<file path="src/rtl/ps2_host_tx_if.sv">
// PS/2 host transmitter bundle: command byte request, raw line levels, drive-low enables, status.
// Latency: none (plain wires).
// Backpressure: none; the system side must watch Tx_Busy_Out before asking for another start.
interface ps2_host_tx_if;
    logic [7:0] Tx_Data_In;
    logic       Tx_Start_In;
    logic       PS2_CLK_In;
    logic       PS2_DATA_In;
    logic       PS2_Clk_Drive_Low_Out;
    logic       PS2_Data_Drive_Low_Out;
    logic       Tx_Busy_Out;
    logic       Tx_Done_Out;
    logic       Tx_Ack_Error_Out;
    logic       Rx_Inhibit_Out;

    // System side: issues commands and supplies the resolved line levels.
    modport master (
        output Tx_Data_In, Tx_Start_In, PS2_CLK_In, PS2_DATA_In,
        input  PS2_Clk_Drive_Low_Out, PS2_Data_Drive_Low_Out,
        input  Tx_Busy_Out, Tx_Done_Out, Tx_Ack_Error_Out, Rx_Inhibit_Out
    );

    // Transmitter side.
    modport slave (
        input  Tx_Data_In, Tx_Start_In, PS2_CLK_In, PS2_DATA_In,
        output PS2_Clk_Drive_Low_Out, PS2_Data_Drive_Low_Out,
        output Tx_Busy_Out, Tx_Done_Out, Tx_Ack_Error_Out, Rx_Inhibit_Out
    );
endinterface

</file>
<file path="src/rtl/ps2_host_tx.sv">
// PS/2 host-to-device transmitter: inhibit, request-to-send, 8 data + odd parity + stop, ACK check.
// Latency: busy one cycle after start; frame timing is set by the device clock; done 3-4 cycles after lines idle.
// Backpressure: starts are dropped while busy; a start in the done cycle is accepted.
module ps2_host_tx #(
    parameter int unsigned INHIBIT_CYCLES = 2500,
    parameter int unsigned TIMEOUT_CYCLES = 375000
) (
    input logic          Master_Clock_In,
    input logic          Reset_N_In,
    ps2_host_tx_if.slave bus
);
    localparam int INH_W = $clog2(INHIBIT_CYCLES + 1);
    localparam int TMO_W = $clog2(TIMEOUT_CYCLES + 1);
    localparam logic [INH_W-1:0] INH_LAST = INH_W'(INHIBIT_CYCLES - 1);
    localparam logic [TMO_W-1:0] TMO_LAST = TMO_W'(TIMEOUT_CYCLES - 1);

    typedef enum logic [2:0] {
        S_IDLE, S_INHIBIT, S_REQ, S_SHIFT, S_ACK, S_WAIT_IDLE
    } state_t;

    state_t           state;
    logic             clk_s1, clk_s2, clk_prev;
    logic             dat_s1, dat_s2;
    logic             fe;
    logic [INH_W-1:0] inh_cnt;
    logic [TMO_W-1:0] tmo_cnt;
    logic [3:0]       idx;
    logic [9:0]       shift_reg;
    logic             ack_nok;
    logic             clk_low, data_low, busy, done, ack_err;

    // Bring both open-drain lines into the core clock domain; idle level is high.
    always_ff @(posedge Master_Clock_In or negedge Reset_N_In) begin
        if (!Reset_N_In) begin
            clk_s1   <= 1'b1;
            clk_s2   <= 1'b1;
            clk_prev <= 1'b1;
            dat_s1   <= 1'b1;
            dat_s2   <= 1'b1;
        end else begin
            clk_s1   <= bus.PS2_CLK_In;
            clk_s2   <= clk_s1;
            clk_prev <= clk_s2;
            dat_s1   <= bus.PS2_DATA_In;
            dat_s2   <= dat_s1;
        end
    end

    assign fe = clk_prev & ~clk_s2;

    // Frame sequencer with registered line drives and status pulses.
    always_ff @(posedge Master_Clock_In or negedge Reset_N_In) begin
        if (!Reset_N_In) begin
            state     <= S_IDLE;
            inh_cnt   <= '0;
            tmo_cnt   <= '0;
            idx       <= '0;
            shift_reg <= '0;
            ack_nok   <= 1'b0;
            clk_low   <= 1'b0;
            data_low  <= 1'b0;
            busy      <= 1'b0;
            done      <= 1'b0;
            ack_err   <= 1'b0;
        end else begin
            done    <= 1'b0;
            ack_err <= 1'b0;
            case (state)
                S_IDLE: begin
                    clk_low  <= 1'b0;
                    data_low <= 1'b0;
                    busy     <= 1'b0;
                    if (bus.Tx_Start_In) begin
                        // Stop bit on top, odd parity below it, data LSB first.
                        shift_reg <= {1'b1, ~(^bus.Tx_Data_In), bus.Tx_Data_In};
                        inh_cnt   <= '0;
                        clk_low   <= 1'b1;
                        busy      <= 1'b1;
                        state     <= S_INHIBIT;
                    end
                end
                S_INHIBIT: begin
                    if (inh_cnt == INH_LAST) begin
                        // Request-to-send: data low while clock is still held for one more cycle.
                        data_low <= 1'b1;
                        tmo_cnt  <= '0;
                        state    <= S_REQ;
                    end else begin
                        inh_cnt <= inh_cnt + 1'b1;
                    end
                end
                S_REQ, S_SHIFT, S_ACK: begin
                    if (!fe && tmo_cnt == TMO_LAST) begin
                        // Device went quiet: give the lines back and report failure at once.
                        clk_low  <= 1'b0;
                        data_low <= 1'b0;
                        busy     <= 1'b0;
                        done     <= 1'b1;
                        ack_err  <= 1'b1;
                        state    <= S_IDLE;
                    end else begin
                        tmo_cnt <= fe ? '0 : tmo_cnt + 1'b1;
                        case (state)
                            S_REQ: begin
                                clk_low <= 1'b0;
                                idx     <= '0;
                                state   <= S_SHIFT;
                            end
                            S_SHIFT: begin
                                if (fe) begin
                                    data_low <= ~shift_reg[idx];
                                    idx      <= idx + 1'b1;
                                    if (idx == 4'd9) state <= S_ACK;
                                end
                            end
                            default: begin
                                if (fe) begin
                                    ack_nok <= dat_s2;
                                    state   <= S_WAIT_IDLE;
                                end
                            end
                        endcase
                    end
                end
                S_WAIT_IDLE: begin
                    if (clk_s2 && dat_s2) begin
                        done    <= 1'b1;
                        ack_err <= ack_nok;
                        busy    <= 1'b0;
                        state   <= S_IDLE;
                    end
                end
                default: state <= S_IDLE;
            endcase
        end
    end

    assign bus.PS2_Clk_Drive_Low_Out  = clk_low;
    assign bus.PS2_Data_Drive_Low_Out = data_low;
    assign bus.Tx_Busy_Out            = busy;
    assign bus.Tx_Done_Out            = done;
    assign bus.Tx_Ack_Error_Out       = ack_err;
    assign bus.Rx_Inhibit_Out         = busy;
endmodule

</file>
<file path="src/flat_wrapper.sv">
// flat-port wrapper written by rule: the top's interface ports become plain ports
module ps2_host_tx_flat 
#(
    parameter int unsigned INHIBIT_CYCLES = 2500,
    parameter int unsigned TIMEOUT_CYCLES = 375000
)
  (Master_Clock_In, Reset_N_In, bus_Tx_Data_In, bus_Tx_Start_In, bus_PS2_CLK_In, bus_PS2_DATA_In, bus_PS2_Clk_Drive_Low_Out, bus_PS2_Data_Drive_Low_Out, bus_Tx_Busy_Out, bus_Tx_Done_Out, bus_Tx_Ack_Error_Out, bus_Rx_Inhibit_Out);
  ps2_host_tx_if bus_i ();
  input logic Master_Clock_In;
  input logic Reset_N_In;
  input wire logic [$bits(bus_i.Tx_Data_In)-1:0] bus_Tx_Data_In;
  input wire logic [$bits(bus_i.Tx_Start_In)-1:0] bus_Tx_Start_In;
  input wire logic [$bits(bus_i.PS2_CLK_In)-1:0] bus_PS2_CLK_In;
  input wire logic [$bits(bus_i.PS2_DATA_In)-1:0] bus_PS2_DATA_In;
  output wire logic [$bits(bus_i.PS2_Clk_Drive_Low_Out)-1:0] bus_PS2_Clk_Drive_Low_Out;
  output wire logic [$bits(bus_i.PS2_Data_Drive_Low_Out)-1:0] bus_PS2_Data_Drive_Low_Out;
  output wire logic [$bits(bus_i.Tx_Busy_Out)-1:0] bus_Tx_Busy_Out;
  output wire logic [$bits(bus_i.Tx_Done_Out)-1:0] bus_Tx_Done_Out;
  output wire logic [$bits(bus_i.Tx_Ack_Error_Out)-1:0] bus_Tx_Ack_Error_Out;
  output wire logic [$bits(bus_i.Rx_Inhibit_Out)-1:0] bus_Rx_Inhibit_Out;
  assign bus_i.Tx_Data_In = bus_Tx_Data_In;
  assign bus_i.Tx_Start_In = bus_Tx_Start_In;
  assign bus_i.PS2_CLK_In = bus_PS2_CLK_In;
  assign bus_i.PS2_DATA_In = bus_PS2_DATA_In;
  assign bus_PS2_Clk_Drive_Low_Out = bus_i.PS2_Clk_Drive_Low_Out;
  assign bus_PS2_Data_Drive_Low_Out = bus_i.PS2_Data_Drive_Low_Out;
  assign bus_Tx_Busy_Out = bus_i.Tx_Busy_Out;
  assign bus_Tx_Done_Out = bus_i.Tx_Done_Out;
  assign bus_Tx_Ack_Error_Out = bus_i.Tx_Ack_Error_Out;
  assign bus_Rx_Inhibit_Out = bus_i.Rx_Inhibit_Out;
  ps2_host_tx #(.INHIBIT_CYCLES(INHIBIT_CYCLES), .TIMEOUT_CYCLES(TIMEOUT_CYCLES)) u_core (.Master_Clock_In(Master_Clock_In), .Reset_N_In(Reset_N_In), .bus(bus_i));
endmodule
</file>
<file path="config.mk">
export PLATFORM = sky130hd
export DESIGN_NAME = ps2_host_tx_flat
export DESIGN_NICKNAME = d
export VERILOG_FILES = /design/src/rtl/ps2_host_tx_if.sv /design/src/rtl/ps2_host_tx.sv /design/src/flat_wrapper.sv
export SDC_FILE = /design/constraint.sdc
export NUM_CORES = 1
export LEC_CHECK = 0
export ABC_AREA = 1
export BUFFER_PORTS_ARGS = -buffer_cell sky130_fd_sc_hd__buf_4
export CORE_MARGIN = 3
export CORE_UTILIZATION = 35
export DETAILED_ROUTE_END_ITERATION = 16
export GPL_ROUTABILITY_DRIVEN = 0
export GPL_TIMING_DRIVEN = 0
export PLACE_DENSITY = 0.49
export SETUP_SLACK_MARGIN = 0.5
export SLEW_MARGIN = 40
export SYNTH_ARGS = -nofsm -noshare
export SYNTH_HDL_FRONTEND = slang
export SYNTH_SLANG_ARGS = --single-unit
</file>
<file path="constraint.sdc">
create_clock -name Master_Clock_In -period 5.3 [get_ports Master_Clock_In]
set_clock_uncertainty 0.1 [all_clocks]
set_input_delay 1.06 -clock Master_Clock_In [delete_from_list [all_inputs] [get_ports Master_Clock_In]]
set_output_delay 1.06 -clock Master_Clock_In [all_outputs]
set_load 0.02 [all_outputs]
</file>
==> reports/metrics.yaml, run 1 <==
status:
  status: "complete, no violations"
critical_path:
  worstPathMaxFanout: 3
  arrival_ps: 990
  crit_type: "flip-flop to primary output"
  cp_common_cell: "buf_4"
  crit_start: "u_core.bus.Rx_Inhibit_Out"
  path_cells: "buf_4, buf_4"
  max_stage_delay_ps: 390
  cp.required_ps: 4140
  worst_path_max_delay_cell: "dfrtp_1"
  timing.critical_path.to_type: "primary output"
  cp-start-kind: "flip-flop"
  r2r_start: "u_core.tmo_cnt[0]"
sta:
  grt_setup_unrepaired: "false"
  slew_violations: 0
  finalSetupTns_ps: 0
  whs_ps: 255.8
  period_minus_slack_ps: 2153
  max-slew-margin-rel: 0.6000
  finalCritPeriodShare: 0.4062
  worstMarginPinSlew_ps: 600.0
  max_freq_mhz: 464.5
  timing.final.hold_violations: 0
  setup_viol: 0
synth:
  synth.most_common_cell: "nand2_1"
  synth-simple-area-share: 0.3536
  synth_edf_count: 0
  yosysWarnings: 0
  syn-num-nets: 492
  yosysSeqAreaShare: 0.4161
  netlist_top_cells_area: "dfrtp_1 (38%), nand2_1 (12%), nand3_1 (6.5%)"
  synth.distinct_cells: 36
  async_flop_share: 1.000
  synth-compound-area-share: 0.09867
  synth.cell_area_um2: 3563
  synthTopCellsByCount: "nand2_1 (116), dfrtp_1 (54), nor2_1 (49)"
  synthXorXnorAreaFrac: 0.03195
  dominantRegCellSynth: "dfrtp_1"
  synth_top_family_by_area: "simple AND/OR/NAND/NOR gates"
  syn_avg_cell_area_um2: 7.502
  yosysTopAreaCellShare: 0.3792
  synth_top_cell_by_area: "dfrtp_1"
  ys_seq_elements: 59
  synth_mux_area_frac: 0.006320
  synthAdderAreaFrac: 0.01404
  syn_inst: 475
clocking:
  cts_resized: 0
  cts-root-buf: "clkbuf_8"
  cts.path.max_buffers: 2
  htreeDepth: 3
  cts_tree: "built"
  clkSinkCount: 59
  numCtsBuffers: 9
  cts_setup_buffers: 0
  clk_latency_ps: 340
  hold_buffers: 0
  clk_pin_slew_ps: 70
place:
  io_buffers: 18
  placed_area_um2: 3865
  dp_hpwl_um: 6359
floorplanning:
  die_h_um: 106.9
  die_x_um: 106.9
  start_util: 0.3629
  coreArea_um2: 9819
  io_pins: 19
  rows: 36
  die_area_um2: 11430
grt:
  antenna_found_initial: 0
  grt_pass1_vias: 3083
  grt_util_all_layers: 0.1639
  grt_max_degree: 60
  overflow: 0
  grt_pass1_wl_um: 14990
worst_hold_path:
  hp-class: "flip-flop to flip-flop"
  min_from: "u_core.dat_s1"
layout:
  diodes: 0
  drive_gt1_frac: 0.1611
  largest_reg_flops: 19
  final_core_util: 0.4151
  fin_area_um2: 4076
  nNetsFinal: 521
  syn2layout_area_growth_pct: 14.40
pwr:
  vdd_ir_drop_max_mv: 0.1625
  static-leakage-power_uw: 0.001837
  power_density_nw_per_um2: 451.7
  finalPower_uw: 1841
route:
  drtPass1Iterations: 4
  wl_met1_um: 4217
  first_iter_violations: 90
  drc: 0
  via_per_inst: 4.986
  route.met2.wl_um: 4073
  routed-wl-met3_um: 315
  vias: 3201
  antenna_left: 0
  top_layer_used: "met4"
  wl_per_cell_um: 13.60
  wl_um: 8734
flow_run:
  max-cap-violations: 0
report_power, final:
group / total [uW] / switching [uW] / internal, uW
combinational: 773 / 512 / 261
clock: 439 / 184 / 256
sequential: 628 / 78.9 / 550
layout by cell type (no fill, tap or decap), types with 4 or more instances in the layout:
master,count
inv_1,48
inv_2,7
nand4_1,23
nor2_4,5
nand2_1,116
o21ai_0,25
a21oi_1,15
ha_1,4
nor2_1,49
nand2_2,4
clkbuf_8,12
o21ai_1,6
nand3_1,46
buf_6,4
clkbuf_1,7
buf_4,18
dfstp_2,5
nor3_1,14
o21ai_2,7
xnor2_1,6
xor2_1,7
dfrtp_1,54
area by class of cell:
class	instances	area, um^2
well taps	133	166.4
inverters	56	212.7
multi-input cells	349	1798
plain buffers	11	70.07
fillers	1029	5743
flip-flops and latches	59	1483
clock buffers	14	172.7
repair buffers	18	138.9
clock inverters	2	35.03
final timing paths:
check                                                    endpoint  slack, ps  depth (start not counted)
worst max-delay path                              bus_Tx_Busy_Out       3150                          2
worst min-delay path                                u_core.dat_s2        260                          0
worst max register to register  u_core.bus.PS2_Data_Drive_Low_Out       3210                         10
worst min register to register                      u_core.dat_s2        260                          0
max in group asynchronous       u_core.bus.PS2_Data_Drive_Low_Out       4110                          1
min in group asynchronous                      u_core.tmo_cnt[16]        600                          1
through the flow:
stage                     worst slack, ps  cells
after floorplan                      3364    475
after global placement               2838    626
after detailed placement             2858    626
after CTS                            3124    642
after global routing                 2984    642
final                                3147    642
metal layers:
metal  up-vias  global-route usage
met1      1512              0.2204
met4         0             0.06027
met3        12             0.03672
met5         -                   0
li1       1617                   -
met2        60              0.2585
kinds of logic after synthesis:
family                     Yosys count
xor gates and xnor gates            13
buffers and inverters               67
AOI/OAI and AO/OA                   61
muxes                                2
and+or+nand+nor                    269
DFF                                 59
adders and majority gates            4
worst max-delay path: cells and delay by family, from the launching register on:
kind	cells	cell delay (ps)
flops	1	390
buf+inv	2	270
(Power assumes the default switching activity.)
==> run 2, diff against run 1 <==
Settings changed: PLACE_DENSITY 0.49 to 0.5.
Clock period 5.3 ns to 1.9 ns, I/O delays scaled along.
==> reports/metrics.yaml, run 2 (same netlist as run 1, synthesis figures left out) <==
status:
  status: "complete, no violations"
worst_hold_path:
  holdPathStages: 1
  hp-class: "input pin to flip-flop"
route:
  drc: 0
  first_iter_violations: 90
  vias: 3461
  antenna_left: 0
  wl_um: 10020
  drtPass1Iterations: 4
  wl_per_cell_um: 14.33
  via_per_inst: 4.951
grt:
  antenna_found_initial: 0
  grt_util_all_layers: 0.1848
  grt_max_degree: 60
  overflow: 0
  grt_pass1_wl_um: 16950
  grt_pass1_vias: 3450
floorplanning:
  coreArea_um2: 9819
  die_h_um: 106.9
  die_x_um: 106.9
  die_area_um2: 11430
  io_pins: 19
  start_util: 0.3629
  rows: 36
pwr:
  static-leakage-power_uw: 0.002274
  vdd_ir_drop_max_mv: 0.5433
  finalPower_uw: 7014
  power_density_nw_per_um2: 1367
clocking:
  clk_pin_slew_ps: 70
  cts-root-buf: "clkbuf_8"
  cts_tree: "built"
  cts.path.max_buffers: 2
  htreeDepth: 3
  numCtsBuffers: 9
  clkSinkCount: 59
  clk_latency_ps: 340
layout:
  final_common_cell: "nand2_1"
  final_core_util: 0.5224
  syn2layout_area_growth_pct: 43.96
  diodes: 0
  largest_reg_flops: 19
  nNetsFinal: 578
  drive_gt1_frac: 0.3869
  final_cell_mix: "nand2_1 (100), buf_4 (52), dfrtp_1 (47)"
  fin_area_um2: 5130
place:
  dp_hpwl_um: 6350
  io_buffers: 18
  placed_area_um2: 3936
sta:
  period_minus_slack_ps: 1764
  max_freq_mhz: 567.0
  grt_setup_unrepaired: "true"
  setup_viol: 0
  timing.final.hold_violations: 0
  worstMarginPinSlew_ps: 563.3
  finalCritPeriodShare: 0.9282
  max-slew-margin-rel: 0.6245
  slew_violations: 0
critical_path:
  r2r_cells: 11
  path_cells: "ha_4, nand2_4, nor2_4, nand2_2, nor2_4, nand2_2, nand2_2, nand3_4, nor2_4, nand2_1, o21ai_1"
  cp_num_buf_inv: 0
  crit_type: "flip-flop to flip-flop"
  cp-start-kind: "flip-flop"
  cp_top_family: "simple AND/OR/NAND/NOR gates"
  worstPathMaxFanout: 5
  crit_cells: 11
  arrival_ps: 1930
  max_stage_delay_ps: 390
  worst_path_max_delay_cell: "dfrtp_1"
  timing.critical_path.to_type: "flip-flop"
  cp.required_ps: 2060
flow_run:
  max-cap-violations: 0
[run 2: changes by cell type in the layout (fill, tap and decap cells not counted), moves of 12 or more]
cell     previous run  this run
nand3_1            46        34
o21ai_0            25         6
nand2_1           116       100
nor2_1             49        35
buf_4              18        52
buf_6               4        20
[run 2: cell type report]
class / count / area [um^2]
plain buffers: 11 / 142.6
clock buffers: 11 / 131.4
clock inverters: 5 / 78.83
fillers: 974 / 4690
inverters: 56 / 227.7
multi-input cells: 349 / 2176
flip-flops and latches: 59 / 1491
well taps: 133 / 166.4
repair buffers: 75 / 715.7
[run 2: report_power, final]
part           leakage [uW]  internal [uW]  switching, uW
Combinational       0.00142           1900           2100
Clock              0.000107            738            522
Sequential         0.000751           1540            217
Total               0.00227           4180           2840
[run 2: routing by layer]
metal	share of wire	track usage	wire length, um
met3	0.028	0.03371	281
met5	0	0	0
met1	0.46	0.2396	4591
met4	0.027	0.07763	270
met2	0.49	0.3026	4877
[run 2: path summary, 6_finish.rpt]
path / start / end / slack (ps)
worst max-delay path: u_core.tmo_cnt[1] / u_core.state[1] / 140
worst min-delay path: bus_PS2_DATA_In / u_core.dat_s1 / 40
worst max register to register: u_core.tmo_cnt[1] / u_core.state[1] / 140
worst min register to register: u_core.dat_s1 / u_core.dat_s2 / 260
max in group asynchronous: Reset_N_In / u_core.tmo_cnt[0] / 780
min in group asynchronous: Reset_N_In / u_core.bus.Tx_Ack_Error_Out / 490
[run 2: worst reg2reg max path, cell delays in order, from the launching register on]
cell     delay, ps
dfrtp_1        390
ha_4           180
nand2_4         70
nor2_4         110
nand2_2         70
nor2_4         200
nand2_2        110
nand2_2        110
nand3_4         80
nor2_4         160
nand2_1         60
o21ai_1         70
[run 2: timing repair]
item / CTS / global route
endpoints found under the hold margin: 0 / 54
setup buffers: 40 / 11
gates resized for setup: 90 / 54
setup endpoints to repair: 55 / 57
pin swaps: 26 / 21
gates cloned: 5 / 0
hold buffers: 0 / 1
[run 2: metrics by stage]
| stage | cells | worst slack, ps | hold WS, ps | TNS [ps] |
|---|---|---|---|---|
| floorplan | 475 | 278.6 | -15.59 | 0 |
| global placement | 626 | -18.10 | 245.8 | -22.48 |
| detailed placement | 626 | 14.32 | 247.5 | 0 |
| CTS | 687 | 190.9 | 29.01 | 0 |
| global route | 699 | 29.56 | 28.25 | 0 |
| finish | 699 | 136.4 | 44.90 | 0 |
==> run 3, diff against run 2 <==
Settings changed: RECOVER_POWER set to 25, SKIP_LAST_GASP set to 1.
==> reports/metrics.yaml, run 3 (same netlist as run 1, synthesis figures left out) <==
status:
  status: "complete, no violations"
critical_path:
  path_cells: "ha_4, nand2_4, nor2_4, nand2_2, nor2_4, nand2_2, nand2_2, nand3_4, nor2_4, nand2_1, o21ai_1"
  crit_type: "flip-flop to flip-flop"
  timing.critical_path.to_type: "flip-flop"
  cp-start-kind: "flip-flop"
  arrival_ps: 1920
  max_stage_delay_ps: 390
  worstPathMaxFanout: 5
  worst_path_max_delay_cell: "dfrtp_1"
  cp.required_ps: 2070
clocking:
  clk_pin_slew_ps: 70
  clkSinkCount: 59
  cts.path.max_buffers: 2
  numCtsBuffers: 9
  cts_tree: "built"
  htreeDepth: 3
  cts-root-buf: "clkbuf_8"
  clk_latency_ps: 340
grt:
  grt_util_all_layers: 0.1848
  grt_max_degree: 60
  grt_pass1_wl_um: 16950
  overflow: 0
  grt_pass1_vias: 3450
  antenna_found_initial: 0
  use_met1: 0.2396
  grt.busiest_layer: "met2"
  met2_usage: 0.3026
  met3_usage: 0.03371
place:
  io_buffers: 18
  dp_hpwl_um: 6350
  placed_area_um2: 3936
layout:
  multiInputGateArea_um2: 2176
  largest_reg_flops: 19
  register_area_um2: 1491
  final_cell_mix: "nand2_1 (100), buf_4 (50), dfrtp_1 (47)"
  fin_area_um2: 5126
  nFillCells: 976
  final_common_cell: "nand2_1"
  syn2layout_area_growth_pct: 43.86
  nNetsFinal: 578
  drive_gt1_frac: 0.3852
  final_core_util: 0.5220
  diodes: 0
sta:
  max_freq_mhz: 570.3
  timing.final.hold_violations: 0
  finalCritPeriodShare: 0.9229
  period_minus_slack_ps: 1753
  max-slew-margin-rel: 0.4344
  setup_viol: 0
  slew_violations: 0
  worstMarginPinSlew_ps: 848.3
  grt_setup_unrepaired: "true"
floorplanning:
  die_x_um: 106.9
  start_util: 0.3629
  die_area_um2: 11430
  rows: 36
  die_h_um: 106.9
  io_pins: 19
  coreArea_um2: 9819
route:
  first_iter_violations: 79
  antenna_left: 0
  vias: 3459
  drtPass1Iterations: 4
  wl_um: 10030
  via_per_inst: 4.948
  wl_per_cell_um: 14.35
  drc: 0
pwr:
  static-leakage-power_uw: 0.002272
  finalPower_uw: 7018
  power_density_nw_per_um2: 1369
  vdd_ir_drop_max_mv: 0.5438
flow_run:
  max-cap-violations: 0
worst_hold_path:
  hp-class: "input pin to flip-flop"
-- run 3: worst paths after layout --
kind | start | to | slack [ps] | depth (start not counted)
min | bus_PS2_DATA_In | u_core.dat_s1 | 40 | 1
min reg2reg | u_core.dat_s1 | u_core.dat_s2 | 260 | 0
max | u_core.tmo_cnt[1] | u_core.state[1] | 150 | 11
min in group asynchronous | Reset_N_In | u_core.ack_nok | 610 | 2
max reg2reg | u_core.tmo_cnt[1] | u_core.state[1] | 150 | 11
max in group asynchronous | Reset_N_In | u_core.tmo_cnt[0] | 480 | 2
-- run 3: stage by stage --
step           TNS (ps)  hold WS [ps]  cells  setup slack (ps)
2_1_floorplan         0        -15.59    475             278.6
3_3_place_gp     -22.48         245.8    626            -18.10
3_5_place_dp          0         247.5    626             14.32
4_1_cts               0         29.01    687             190.9
5_1_grt               0         31.07    699             29.55
6_report              0         43.09    699             146.5
-- run 3: what timing repair did --
action                     4_1_cts  5_1_grt
hold buffers                     0        1
resized for setup               90       54
setup endpoints to repair       55       57
hold endpoints to repair         0       54
gates cloned                     5        0
pin swaps                       26       21
buffers inserted                40       11
-- run 3: area by class of cell --
class	count	share of cell area
buffer	11	0.02783
clock buffer	11	0.02563
clock inverter	5	0.01538
inverter	56	0.04442
multi-input combinational	349	0.4245
sequential	59	0.2909
tap	133	0.03246
timing repair buffer	75	0.1389
-- run 3: report_power, final --
| group | internal, uW | total, uW | switching, uW |
|---|---|---|---|
| Sequential | 1540 | 1760 | 217 |
| Clock | 738 | 1260 | 525 |
| Combinational | 1900 | 4000 | 2100 |
-- run 3: metal layers --
metal  vias to the layer above  share of wire
li1                       1733              -
met1                      1659           0.46
met2                        53           0.50
met3                        14          0.029
met4                         0          0.019
met5                         -              0
-- run 3: critical path: cells and delay by family, from the launching register on --
| family | cells | cell delay [ps] |
|---|---|---|
| AND/OR/NAND/NOR | 9 | 960 |
| flip-flops | 1 | 390 |
| adder cells (fa/ha/maj) | 1 | 180 |
| AO/OA/AOI/OAI | 1 | 70 |
